===== src/rtl/dram_pad_sched_if.sv =====
// Command handshake bundle between the DRAM controller and dram_pad_sched.
interface dram_pad_sched_if;
  logic cmd_vld;
  logic cmd_rd;
  logic cmd_rdy;

  modport master (
    output cmd_vld,
    output cmd_rd,
    input  cmd_rdy
  );

  modport slave (
    input  cmd_vld,
    input  cmd_rd,
    output cmd_rdy
  );
endinterface


===== src/rtl/dram_pad_sched.sv =====
// DRAM pad enable-window burst scheduler with a 2-entry command queue.
// Define DRAM_PAD_SCHED_TURNAROUND_EN to insert a 2-cycle gap on read/write turnaround.
module dram_pad_sched (
  input  logic                   clk,
  input  logic                   arst_l,
  dram_pad_sched_if.slave        cmd,
  input  logic                   cfg_bl4,
  input  logic [3:0]             cfg_rd_lat,
  input  logic [3:0]             cfg_wr_lat,
  input  logic                   cfg_clk_inv,
  input  logic                   err_clr,
  output logic                   dram_io_pad_enable,
  output logic                   dram_io_pad_clk_inv,
  output logic                   burst_length_four,
  output logic                   sched_busy,
  output logic                   sched_rd_done,
  output logic                   sched_wr_done,
  output logic                   sched_ovf
);

  typedef enum logic [1:0] {
    StIdle,
    StWait,
`ifdef DRAM_PAD_SCHED_TURNAROUND_EN
    StBurst,
    StGap
`else
    StBurst
`endif
  } state_e;

  state_e      state_q, state_d;
  logic [3:0]  cnt_q, cnt_d;
  logic        cur_rd_q, cur_rd_d;
  logic [2:0]  cur_len_q, cur_len_d;

  // Queue entry layout: {rd, lat[3:0], len[2:0]}
  logic [7:0]  fifo_q [2];
  logic        wr_ptr_q, rd_ptr_q;
  logic [1:0]  count_q, count_d;

  logic        push, pop, load_head;
  logic [7:0]  head, entry;
  logic        head_rd;
  logic [3:0]  head_lat;
  logic [2:0]  head_len;
  logic        cfg_load;
  logic        pad_en_q, rd_done_q, wr_done_q, ovf_q;
  logic        clk_inv_q, bl4_q;

  assign cmd.cmd_rdy = (count_q != 2'd2);
  assign push        = cmd.cmd_vld & cmd.cmd_rdy;
  assign entry       = {cmd.cmd_rd, (cmd.cmd_rd ? cfg_rd_lat : cfg_wr_lat),
                        (bl4_q ? 3'd2 : 3'd4)};
  assign head        = fifo_q[rd_ptr_q];
  assign head_rd     = head[7];
  assign head_lat    = head[6:3];
  assign head_len    = head[2:0];
  assign cfg_load    = (state_q == StIdle) && (count_q == 2'd0);

  always_comb begin
    state_d   = state_q;
    cnt_d     = cnt_q;
    cur_rd_d  = cur_rd_q;
    cur_len_d = cur_len_q;
    load_head = 1'b0;
    unique case (state_q)
      StIdle: begin
        if (count_q != 2'd0) load_head = 1'b1;
      end
      StWait: begin
        cnt_d = cnt_q - 4'd1;
        if (cnt_q == 4'd1) begin
          state_d = StBurst;
          cnt_d   = {1'b0, cur_len_q};
        end
      end
      StBurst: begin
        cnt_d = cnt_q - 4'd1;
        if (cnt_q == 4'd1) begin
          if (count_q == 2'd0) begin
            state_d = StIdle;
`ifdef DRAM_PAD_SCHED_TURNAROUND_EN
          end else if (head_rd != cur_rd_q) begin
            state_d = StGap;
            cnt_d   = 4'd2;
`endif
          end else begin
            load_head = 1'b1;
          end
        end
      end
`ifdef DRAM_PAD_SCHED_TURNAROUND_EN
      StGap: begin
        cnt_d = cnt_q - 4'd1;
        if (cnt_q == 4'd1) load_head = 1'b1;
      end
`endif
      default: state_d = StIdle;
    endcase
    // Head load is shared by IDLE, back-to-back BURST and the end of GAP.
    if (load_head) begin
      cur_rd_d  = head_rd;
      cur_len_d = head_len;
      if (head_lat == 4'd0) begin
        state_d = StBurst;
        cnt_d   = {1'b0, head_len};
      end else begin
        state_d = StWait;
        cnt_d   = head_lat;
      end
    end
  end

  assign pop = load_head;

  always_comb begin
    count_d = count_q;
    case ({push, pop})
      2'b10:   count_d = count_q + 2'd1;
      2'b01:   count_d = count_q - 2'd1;
      default: count_d = count_q;
    endcase
  end

  always_ff @(posedge clk or negedge arst_l) begin
    if (!arst_l) begin
      state_q   <= StIdle;
      cnt_q     <= 4'd0;
      cur_rd_q  <= 1'b0;
      cur_len_q <= 3'd0;
      fifo_q[0] <= 8'd0;
      fifo_q[1] <= 8'd0;
      wr_ptr_q  <= 1'b0;
      rd_ptr_q  <= 1'b0;
      count_q   <= 2'd0;
      pad_en_q  <= 1'b0;
      rd_done_q <= 1'b0;
      wr_done_q <= 1'b0;
      ovf_q     <= 1'b0;
      clk_inv_q <= 1'b0;
      bl4_q     <= 1'b0;
    end else begin
      state_q   <= state_d;
      cnt_q     <= cnt_d;
      cur_rd_q  <= cur_rd_d;
      cur_len_q <= cur_len_d;
      count_q   <= count_d;
      if (push) begin
        fifo_q[wr_ptr_q] <= entry;
        wr_ptr_q         <= ~wr_ptr_q;
      end
      if (pop) rd_ptr_q <= ~rd_ptr_q;
      pad_en_q  <= (state_d == StBurst);
      rd_done_q <= (state_q == StBurst) && (cnt_q == 4'd1) && cur_rd_q;
      wr_done_q <= (state_q == StBurst) && (cnt_q == 4'd1) && !cur_rd_q;
      // A drop in the same cycle as err_clr keeps the flag set.
      if (cmd.cmd_vld && !cmd.cmd_rdy) ovf_q <= 1'b1;
      else if (err_clr)                 ovf_q <= 1'b0;
      if (cfg_load) begin
        clk_inv_q <= cfg_clk_inv;
        bl4_q     <= cfg_bl4;
      end
    end
  end

  assign dram_io_pad_enable  = pad_en_q;
  assign dram_io_pad_clk_inv = clk_inv_q;
  assign burst_length_four   = bl4_q;
  assign sched_busy          = (state_q != StIdle) || (count_q != 2'd0);
  assign sched_rd_done       = rd_done_q;
  assign sched_wr_done       = wr_done_q;
  assign sched_ovf           = ovf_q;

endmodule


===== src/flat_wrapper.sv =====
// flat-port wrapper written by rule: the top's interface ports become plain ports
module dram_pad_sched_flat 
  (clk, arst_l, cfg_bl4, cfg_rd_lat, cfg_wr_lat, cfg_clk_inv, err_clr, dram_io_pad_enable, dram_io_pad_clk_inv, burst_length_four, sched_busy, sched_rd_done, sched_wr_done, sched_ovf, cmd_cmd_vld, cmd_cmd_rd, cmd_cmd_rdy);
  dram_pad_sched_if cmd_i ();
  input  logic clk;
  input  logic arst_l;
  input  logic cfg_bl4;
  input  logic [3:0] cfg_rd_lat;
  input  logic [3:0] cfg_wr_lat;
  input  logic cfg_clk_inv;
  input  logic err_clr;
  output logic dram_io_pad_enable;
  output logic dram_io_pad_clk_inv;
  output logic burst_length_four;
  output logic sched_busy;
  output logic sched_rd_done;
  output logic sched_wr_done;
  output logic sched_ovf;
  input wire logic [$bits(cmd_i.cmd_vld)-1:0] cmd_cmd_vld;
  input wire logic [$bits(cmd_i.cmd_rd)-1:0] cmd_cmd_rd;
  output wire logic [$bits(cmd_i.cmd_rdy)-1:0] cmd_cmd_rdy;
  assign cmd_i.cmd_vld = cmd_cmd_vld;
  assign cmd_i.cmd_rd = cmd_cmd_rd;
  assign cmd_cmd_rdy = cmd_i.cmd_rdy;
  dram_pad_sched u_core (.clk(clk), .arst_l(arst_l), .cmd(cmd_i), .cfg_bl4(cfg_bl4), .cfg_rd_lat(cfg_rd_lat), .cfg_wr_lat(cfg_wr_lat), .cfg_clk_inv(cfg_clk_inv), .err_clr(err_clr), .dram_io_pad_enable(dram_io_pad_enable), .dram_io_pad_clk_inv(dram_io_pad_clk_inv), .burst_length_four(burst_length_four), .sched_busy(sched_busy), .sched_rd_done(sched_rd_done), .sched_wr_done(sched_wr_done), .sched_ovf(sched_ovf));
endmodule

===== config.mk =====
export PLATFORM = sky130hd
export DESIGN_NAME = dram_pad_sched_flat
export DESIGN_NICKNAME = d
export VERILOG_FILES = /design/src/rtl/dram_pad_sched_if.sv /design/src/rtl/dram_pad_sched.sv /design/src/flat_wrapper.sv
export SDC_FILE = /design/constraint.sdc
export NUM_CORES = 1
export LEC_CHECK = 0
export BUFFER_PORTS_ARGS = -buffer_cell sky130_fd_sc_hd__buf_4
export CAP_MARGIN = 20
export CELL_PAD_IN_SITES_DETAIL_PLACEMENT = 1
export CELL_PAD_IN_SITES_GLOBAL_PLACEMENT = 1
export CORE_ASPECT_RATIO = 1.4
export CORE_MARGIN = 2
export CORE_UTILIZATION = 28
export DETAILED_ROUTE_END_ITERATION = 16
export PLACE_DENSITY = 0.62
export SYNTH_ARGS = -nofsm -noshare
export SYNTH_HDL_FRONTEND = slang
export SYNTH_SLANG_ARGS = --single-unit

===== constraint.sdc =====
create_clock -name clk -period 5.8 [get_ports clk]
set_input_delay 1.16 -clock clk [delete_from_list [all_inputs] [get_ports clk]]
set_output_delay 1.16 -clock clk [all_outputs]
set_load 0.01 [all_outputs]

Yosys cells after proc, flatten, opt, wreduce, memory -nomap -nowiden
Index checks and enable logic that the tools add are counted.

Flip-flop bits (word level): 36. Input bits: 15. Logic and storage cells: 75. Output and inout port bits: 8.

Equal/unequal tests: 7. Muxes and demuxes: 25. Add/subtract/negate cells: 3. Bitwise logic cells: 5. Reduce and logical (&&, ||, !) cells: 17. $lt $le $gt $ge: 3.

Operators by type and width (count): $mux W8 (4); $bwmux W16 (1); $mux W4 (4); $mux W2 (5); $demux W8 S1 (1); $pmux W4 S2 (1); $reduce_bool A2 Y1 (4); $eq A2 B2 Y1 const B (3); $logic_and A1 B1 Y1 (6); $pmux W2 S3 (1); $mux W1 (5); $eq A2 B1 Y1 const B (2); $eq A4 B1 Y1 const B (1); $ge A2 B2 Y1 const B (2); $logic_not A2 Y1 (2); $logic_not A4 Y1 (1); $not A1 Y2 (2); $pmux W2 S2 (1); $sub A4 B1 Y4 const B (1); $mux W3 (1); $reduce_bool A3 Y1 (1); $add A2 B1 Y2 const B (1); $logic_not A1 Y1 (2); $lt A2 B1 Y1 const B (1); 6 further kinds (7).

Longest topological paths before layout
Gate-level depths: netlist of the first run.

Depth in word-level cells: 8. Gate-level depth with buffers: 9. Depth with buffers taken out: 9.

Worst setup path before layout of the first run
No wires, ideal clock.

Kind: register -> output. Start point: register u_core.state_q[0]. End point: output port sched_busy. Path buffers: 0. Slack: 3714 ps. Cell stages (with the launch flop): 4. Data required time: 4640 ps. Data arrival time: 926 ps. Cell sequence: dfrtp_1 inv_1 ha_1 nand2_1.

Cells in the longest elaborated chain, start to end: 2.

RTL lines: start: declaration (RTL line dram_pad_sched.sv:32) `state_e state_q, state_d;`; start signal: assignment (RTL line dram_pad_sched.sv:128) `state_q <= StIdle;`; start signal: assignment (RTL line dram_pad_sched.sv:144) `state_q <= state_d;`; $reduce_bool A2 Y1 (RTL line dram_pad_sched.sv:170) `assign sched_busy = (state_q != StIdle) || (count_q != 2'd0);`; $logic_or A1 B1 Y1 (RTL line dram_pad_sched.sv:170); end: declaration (RTL line flat_wrapper.sv:15) `output logic sched_busy;`.

Every way passes these cells.

Final worst setup path of the first run
Start point: register u_core.state_q[1]. End point: output port sched_busy.

Same word-level chain as after synthesis.

==> qor.csv, run 1 <==
metric,value,unit
tightest_slew,0.711,ns
numCtsBuffers,5,
num_rows,33,
die_h,95.6,um
cts_resized,0,
slew_violations,0,
path_clk_slew,0.07,ns
crit_fanout,6,
grt_overflow,0,
final_util,34.8,%
pwr-share-clk,18.8,%
fin_area,2020,um^2
slew_headroom,51.9,%
die_x,69.5,um
ant_nets,0,
final_cell_mix,"33 x dfrtp_1, 22 x buf_4, 13 x o21ai_0",
cts_root_buf,clkbuf_8,
wl_per_cell,15.2,um
syn_nets,176,
cts_tree,built,
area_delta_synth_final,20.5,%
post-synth-top-area-cell,dfrtp_1,
preCtsSetupSlack,3.37,ns
seq_area_frac_synth,49.2,%
p_switching,0.437,mW
p_leak,0.917,nW
hp-class,reg -> reg,
ys_ff_latch,33,
yosysUniqueCellTypes,43,
yosysWarningCount,0,
synth_cells,154,
fill_cells,645,
die-area,6640,um^2
synthTopCellsByArea,"dfrtp_1 49%, mux2i_1 6.0%, ha_1 5.2%",
synth_top_area_share,49.2,%
critical_path.top_delay_family,flip-flops,
drt-initial-drc-count,26,
fmax,375,MHz
power_density,573,nW/um^2
irDropWorstVdd,0.218,mV
fin_ws,3.13,ns
htree_levels,2,
layout-drive-gt1-share,24.6,%
fin_cells,249,
via_per_inst,4.99,
min_period_over_period,46.0,%
synth_ff_type,dfrtp_1,
cts_max_path_buffers,2,
placedInstanceArea,1910,um^2
initial_utilization,28.8,%
core-area,5820,um^2
io_buffers,22,
nets,200,
synthArstFlopShare,100,%
critical_path.slowest_cell,dfrtp_1,
globalplace.congestion,0.757,
grt_pass1_wl,6.69,mm
synth-edff-count,0,
cp.required,4.64,ns
remaining_drc_errors,0,
final_common_cell,dfrtp_1,
comb_power_share,41.2,%
hold_viol_final,0,
status,"complete, no violations",
pwr-share-seq,39.9,%
first_pass_iters,4,
multi_input_area,798,um^2
switching_share,37.7,%
setup_viol,0,
avgSynthCellArea,10.9,um^2
crit_chain,inv_1 -> ha_1 -> nand2_1 -> buf_4,
dp_hpwl,2.99,mm
clock_latency,0.28,ns
postCtsHoldBufs,0,
place_inst,241,
cts_setup_buffers,0,
register_area,826,um^2
layout_min_cycle_time,2.67,ns
numClockSinks,33,
insertedDiodeCount,0,
antenna_found_initial,0,
cp_num_buf_inv,2,
skew,0.00920,ns
rsz0062_at_grt,no,
critPathKind,reg -> out,
start_kind,flop,
cap_violations,0,
drt_wl_total,3.78,mm
io-pin-count,23,
grt_max_degree,34,
grt_pass1_vias,1423,
crit_arrival,1.51,ns
num_vias,1242,
fin_setup_tns,0,ns
syn_area,1680,um^2
endpoint_kind,primary output,
crit_path_max_incr_delay,0.42,ns
internal-power,0.722,mW
gr-usage-all-layers,12.9,%
[logic make-up (layout without fill, tap and decap cells)]
kind of cell / count (synthesis) / count (layout) / share of synthesized area [%]
xor+xnor: 5 / 5 / 2.61
simple gates: 43 / 43 / 14.5
compound gates: 36 / 36 / 14.4
mux: 17 / 17 / 10.9
fa+ha+maj: 7 / 7 / 5.22
flops: 33 / 33 / 49.2
buf+inv: 13 / 38 / 3.28
[cell type report]
type                            instances  area share [%]
Timing Repair Buffer                   22            8.16
Sequential cell                        33            40.8
Tap cell                               70            4.33
Inverter                                8            1.48
Clock inverter                          1            1.48
Clock buffer                            7            4.27
Multi-Input combinational cell        108            39.5
[Yosys cell counts (2+ instances only)]
cell type / count
a211oi_1: 3
a21oi_1: 10
buf_2: 2
dfrtp_1: 33
ha_1: 7
inv_1: 7
mux2_2: 6
mux2i_1: 10
nand2_1: 10
nand3_1: 2
nor2_1: 10
nor2b_1: 2
nor3_1: 4
nor4_1: 4
o21ai_0: 13
xnor2_1: 4
[final timing paths]
check	from	endpoint	slack, ns	cells past startpoint
hold reg to reg	u_core.cur_rd_q	u_core.sched_wr_done	0.47	1
min in group asynchronous	arst_l	u_core.dram_io_pad_enable	0.81	1
hold / removal	u_core.cur_rd_q	u_core.sched_wr_done	0.47	1
max in group asynchronous	arst_l	u_core.cnt_q[3]	4.67	1
setup reg to reg	u_core.state_q[0]	u_core.count_q[1]	3.56	8
setup / recovery	u_core.state_q[1]	sched_busy	3.13	4
[layer usage]
metal	GRT usage, %	routed length (um)
met4	6.37	85
met3	2.22	85
met1	12.8	1450
met5	0	0
met2	25.7	2160
[power groups by stage]
| stage | registers, mW | clock network [mW] | logic, mW |
|---|---|---|---|
| 4_1_cts | 0.464 | 0.226 | 0.487 |
| 2_1_floorplan | 0.429 | 0 | 0.375 |
| 6_report | 0.463 | 0.218 | 0.478 |
| 5_1_grt | 0.484 | 0.240 | 0.543 |
| 3_3_place_gp | 0.460 | 0 | 0.461 |
| 3_5_place_dp | 0.469 | 0 | 0.486 |
[state kept, by name, indices dropped and copies added (netlist names)]
| name | flops |
|---|---|
| u_core.state_q | 2 |
| u_core.sched_rd_done | 1 |
| u_core.cnt_q | 4 |
| u_core.sched_ovf | 1 |
| u_core.dram_io_pad_enable | 1 |
| u_core.burst_length_four | 1 |
| u_core.rd_ptr_q | 1 |
| u_core.dram_io_pad_clk_inv | 1 |
| u_core.cur_rd_q | 1 |
| u_core.count_q | 2 |
| u_core.sched_wr_done | 1 |
| u_core.cur_len_q | 2 |
| u_core.fifo_q | 14 |
| u_core.wr_ptr_q | 1 |
[stage by stage]
stage / power, mW / hold slack [ns]
6_report: 1.16 / 0.473
5_1_grt: 1.27 / 0.505
4_1_cts: 1.18 / 0.476
3_3_place_gp: 0.921 / 0.451
2_1_floorplan: 0.803 / 0.416
3_5_place_dp: 0.955 / 0.467
Note: power is estimated with default switching activity, not from simulation.
==> run 2, diff against run 1 <==
==> constraint.sdc (replaced) <==
create_clock -name clk -period 2.5 [get_ports clk]
set_input_delay 0.5 -clock clk [delete_from_list [all_inputs] [get_ports clk]]
set_output_delay 0.5 -clock clk [all_outputs]
set_load 0.01 [all_outputs]
==> qor.csv, run 2 (synthesized netlist as in run 1, its figures left out) <==
metric,value,unit
status,"complete, no violations",
irDropWorstVdd,0.547,mV
numCtsBuffers,5,
layout-drive-gt1-share,25.6,%
cp.required,2.67,ns
cts_setup_buffers,0,
globalplace.congestion,0.799,
cts_tree,built,
numClockSinks,33,
min_period_over_period,88.6,%
cts_resized,0,
first_pass_iters,4,
insertedDiodeCount,0,
reg_top3,"u_core.fifo_q x14, u_core.cnt_q x4",
p_leak,0.907,nW
cts_max_path_buffers,2,
crit_fanout,17,
grt_max_degree,34,
cap_violations,0,
drt_wl_total,3.77,mm
gr-usage-all-layers,13.1,%
die-area,6640,um^2
antenna_found_initial,0,
start_kind,flop,
multi_input_area,798,um^2
hp-class,in -> async,
wl_per_cell,15.1,um
top_register,u_core.fifo_q,
register_area,826,um^2
ant_nets,0,
critPathKind,reg -> reg,
fmax,451,MHz
path_clk_slew,0.08,ns
drt-initial-drc-count,24,
die_h,95.6,um
dp_hpwl,2.91,mm
crit_arrival,2.39,ns
grt_pass1_wl,6.73,mm
layout_min_cycle_time,2.22,ns
rsz0062_at_grt,no,
area_delta_synth_final,19.2,%
grt_pass1_vias,1358,
postCtsHoldBufs,0,
final_util,34.4,%
skew,0.0119,ns
num_rows,33,
core-area,5820,um^2
setup_viol,0,
comb_power_share,43.3,%
fin_setup_tns,0,ns
reg2reg_slack,0.28,ns
pwr-share-clk,15.5,%
pwr-share-seq,41.2,%
num_vias,1254,
switching_share,40.2,%
clock_latency,0.29,ns
remaining_drc_errors,0,
power,2.59,mW
grt_overflow,0,
slew_violations,0,
power_density,1290,nW/um^2
final_common_cell,dfrtp_1,
nets,201,
die_x,69.5,um
via_per_inst,5.02,
final_cell_mix,"33 x dfrtp_1, 23 x buf_4, 13 x o21ai_0",
p_switching,1.04,mW
initial_utilization,28.8,%
htree_levels,2,
cts_root_buf,clkbuf_8,
slew_headroom,49.4,%
fill_cells,662,
tightest_slew,0.749,ns
largest_register_ffs,14,
endpoint_kind,flop,
io-pin-count,23,
hold_viol_final,0,
internal-power,1.55,mW
io_buffers,22,
==> run 2: worst paths after layout <==
path | from | to | depth (start not counted)
max | u_core.state_q[0] | u_core.count_q[1] | 9
min | arst_l | u_core.wr_ptr_q | 1
max reg2reg | u_core.state_q[0] | u_core.count_q[1] | 9
min reg2reg | u_core.cur_rd_q | u_core.sched_wr_done | 1
max in group asynchronous | arst_l | u_core.fifo_q[13] | 1
min in group clk | err_clr | u_core.sched_ovf | 2
==> run 2: area by class of cell <==
class | instances | area share (%)
Clock inverter | 3 | 0.876
Timing Repair Buffer | 23 | 8.63
Inverter | 8 | 1.50
Tap cell | 70 | 4.38
Multi-Input combinational cell | 108 | 39.9
Sequential cell | 33 | 41.3
Clock buffer | 5 | 3.44
==> run 2: critical path: stages (launching register included) <==
cell      delay [ns]
dfrtp_1         0.38
inv_1           0.09
ha_1            0.29
and4bb_1        0.29
o22ai_4         0.36
inv_2           0.09
ha_1            0.21
xnor2_1         0.17
nor2_1          0.07
xor2_1          0.14
==> run 2: through the flow <==
| step | instances | area [um^2] | hold WS (ns) | worst slack, ns |
|---|---|---|---|---|
| final | 250 | 2000 | 0.129 | 0.285 |
| after global placement | 242 | 1910 | 0.456 | 0.407 |
| after detailed placement | 242 | 1910 | 0.467 | 0.275 |
| after CTS | 250 | 2000 | 0.146 | 0.259 |
| after global routing | 250 | 2000 | 0.150 | 0.0913 |
| after floorplan | 154 | 1680 | 0.204 | 0.686 |
==> run 2: power groups by stage <==
stage | clock (mW) | sequential [mW] | combinational, mW
after floorplan | 0 | 0.995 | 0.869
after global placement | 0 | 1.07 | 1.09
after detailed placement | 0 | 1.09 | 1.14
after CTS | 0.416 | 1.08 | 1.15
after global routing | 0.448 | 1.12 | 1.27
final | 0.400 | 1.07 | 1.12
==> run 2: layer usage <==
layer	up-vias	global-route usage, %	wire length (um)
met4	0	5.88	81
met1	624	13.9	1490
met5	-	0	0
met3	7	2.75	108
met2	22	24.8	2090
li1	601	-	-
==> run 3, diff against run 2 <==
--- a/config.mk
+++ b/config.mk
@@ -9,7 +9,6 @@
 export CAP_MARGIN = 20
 export CELL_PAD_IN_SITES_DETAIL_PLACEMENT = 1
 export CELL_PAD_IN_SITES_GLOBAL_PLACEMENT = 1
-export CORE_ASPECT_RATIO = 1.4
 export CORE_MARGIN = 2
 export CORE_UTILIZATION = 28
 export DETAILED_ROUTE_END_ITERATION = 16
==> qor.csv, run 3 (synthesized netlist as in run 1, its figures left out) <==
metric,value,unit
status,"complete, no violations",
reg2regPathDepth,8,
skew,0.00314,ns
critPathKind,reg -> reg,
path_clk_slew,0.07,ns
num_vias,1271,
cts_setup_buffers,0,
layout_min_cycle_time,2.24,ns
antenna_found_initial,0,
numClockSinks,33,
power_density,1310,nW/um^2
ant_nets,0,
grt_max_degree,34,
clock_latency,0.28,ns
switching_share,39.5,%
slew_headroom,51.8,%
hp-class,in -> async,
insertedDiodeCount,0,
fin_setup_tns,0,ns
wl_per_cell,15.1,um
grt_pass1_wl,6.74,mm
htree_levels,2,
die_h,81.4,um
nets,201,
initial_utilization,28.7,%
via_per_inst,4.98,
io-pin-count,23,
final_common_cell,dfrtp_1,
dp_hpwl,2.98,mm
r2r-start,u_core.state_q[0],
cts_resized,0,
comb_power_share,42.7,%
area_delta_synth_final,20.4,%
p_leak,0.918,nW
gr-usage-all-layers,13.5,%
die_x,81.4,um
numCtsBuffers,5,
crit_fanout,17,
cp.required,2.70,ns
drt_wl_total,3.85,mm
rr_endpoint,u_core.count_q[1],
reg2reg_slack,0.26,ns
die-area,6630,um^2
num_rows,28,
final_cell_mix,"33 x dfrtp_1, 23 x buf_4, 13 x o21ai_0",
grt_pass1_vias,1424,
p_switching,1.05,mW
remaining_drc_errors,0,
cap_violations,0,
first_pass_iters,4,
endpoint_kind,flop,
fmax,447,MHz
start_kind,flop,
cts_root_buf,clkbuf_8,
slew_violations,0,
fin_area,2020,um^2
irDropWorstVdd,0.497,mV
cts_max_path_buffers,2,
core-area,5850,um^2
hold_viol_final,0,
placedInstanceArea,1920,um^2
layout-drive-gt1-share,25.6,%
startpoint,u_core.state_q[0],
min_period_over_period,89.4,%
postCtsHoldBufs,0,
largest_register_ffs,14,
hold_ws,0.158,ns
pwr-share-seq,40.8,%
top_register,u_core.fifo_q,
reg_top3,"u_core.fifo_q x14, u_core.cnt_q x4",
io_buffers,22,
rsz0062_at_grt,no,
pwr-share-clk,16.6,%
internal-power,1.61,mW
tightest_slew,0.713,ns
globalplace.congestion,0.734,
cts_tree,built,
crit_arrival,2.44,ns
setup_viol,0,
grt_overflow,0,
drt-initial-drc-count,52,
run 3: power by group through the flow:
stage | logic (mW) | clock network, mW | registers, mW
global route | 1.28 | 0.486 | 1.13
global placement | 1.08 | 0 | 1.07
finish | 1.13 | 0.440 | 1.08
detailed placement | 1.14 | 0 | 1.09
CTS | 1.16 | 0.451 | 1.08
floorplan | 0.869 | 0 | 0.995
run 3: per-stage QoR:
| stage | utilization, % | power (mW) | setup slack, ns | instances |
|---|---|---|---|---|
| final | 34.6 | 2.66 | 0.265 | 255 |
| after floorplan | - | 1.86 | 0.686 | 154 |
| after global placement | 32.8 | 2.15 | 0.427 | 247 |
| after CTS | 34.6 | 2.70 | 0.245 | 255 |
| after global routing | 34.6 | 2.90 | 0.0730 | 255 |
| after detailed placement | 32.8 | 2.24 | 0.269 | 247 |
run 3: routing by layer:
metal	vias up	share of wire (%)	GRT usage, %
met5	-	0	0
met4	0	2.6	5.59
met3	12	4.2	4.18
met2	34	52	23.0
met1	624	42	15.5
li1	601	-	-
run 3: worst max path at each step:
stage | slack, ns | end | cells past startpoint
6_report | 0.26 | u_core.count_q[1] | 8
5_1_grt | 0.07 | u_core.count_q[1] | 8
4_1_cts | 0.24 | u_core.count_q[1] | 8
3_5_place_dp | 0.27 | u_core.count_q[1] | 8
3_3_place_gp | 0.43 | u_core.count_q[1] | 9
2_1_floorplan | 0.69 | u_core.count_q[1] | 8
run 3: area by class of cell:
type / count / area, um^2
Inverter: 8 / 30.0
Multi-Input combinational cell: 108 / 798
Fill cell: 657 / 3830
Clock inverter: 1 / 5.00
Timing Repair Buffer: 23 / 173
Tap cell: 75 / 93.8
Sequential cell: 33 / 826
Clock buffer: 7 / 96.3
run 3: worst max-delay path, cell delays in order, from the launching register on:
cell and delay, ns:
dfrtp_1 0.39, inv_1 0.10, ha_1 0.30, and4bb_1 0.28, o22ai_4 0.36, inv_2 0.09
ha_1 0.33, nor2_1 0.16, xor2_1 0.16
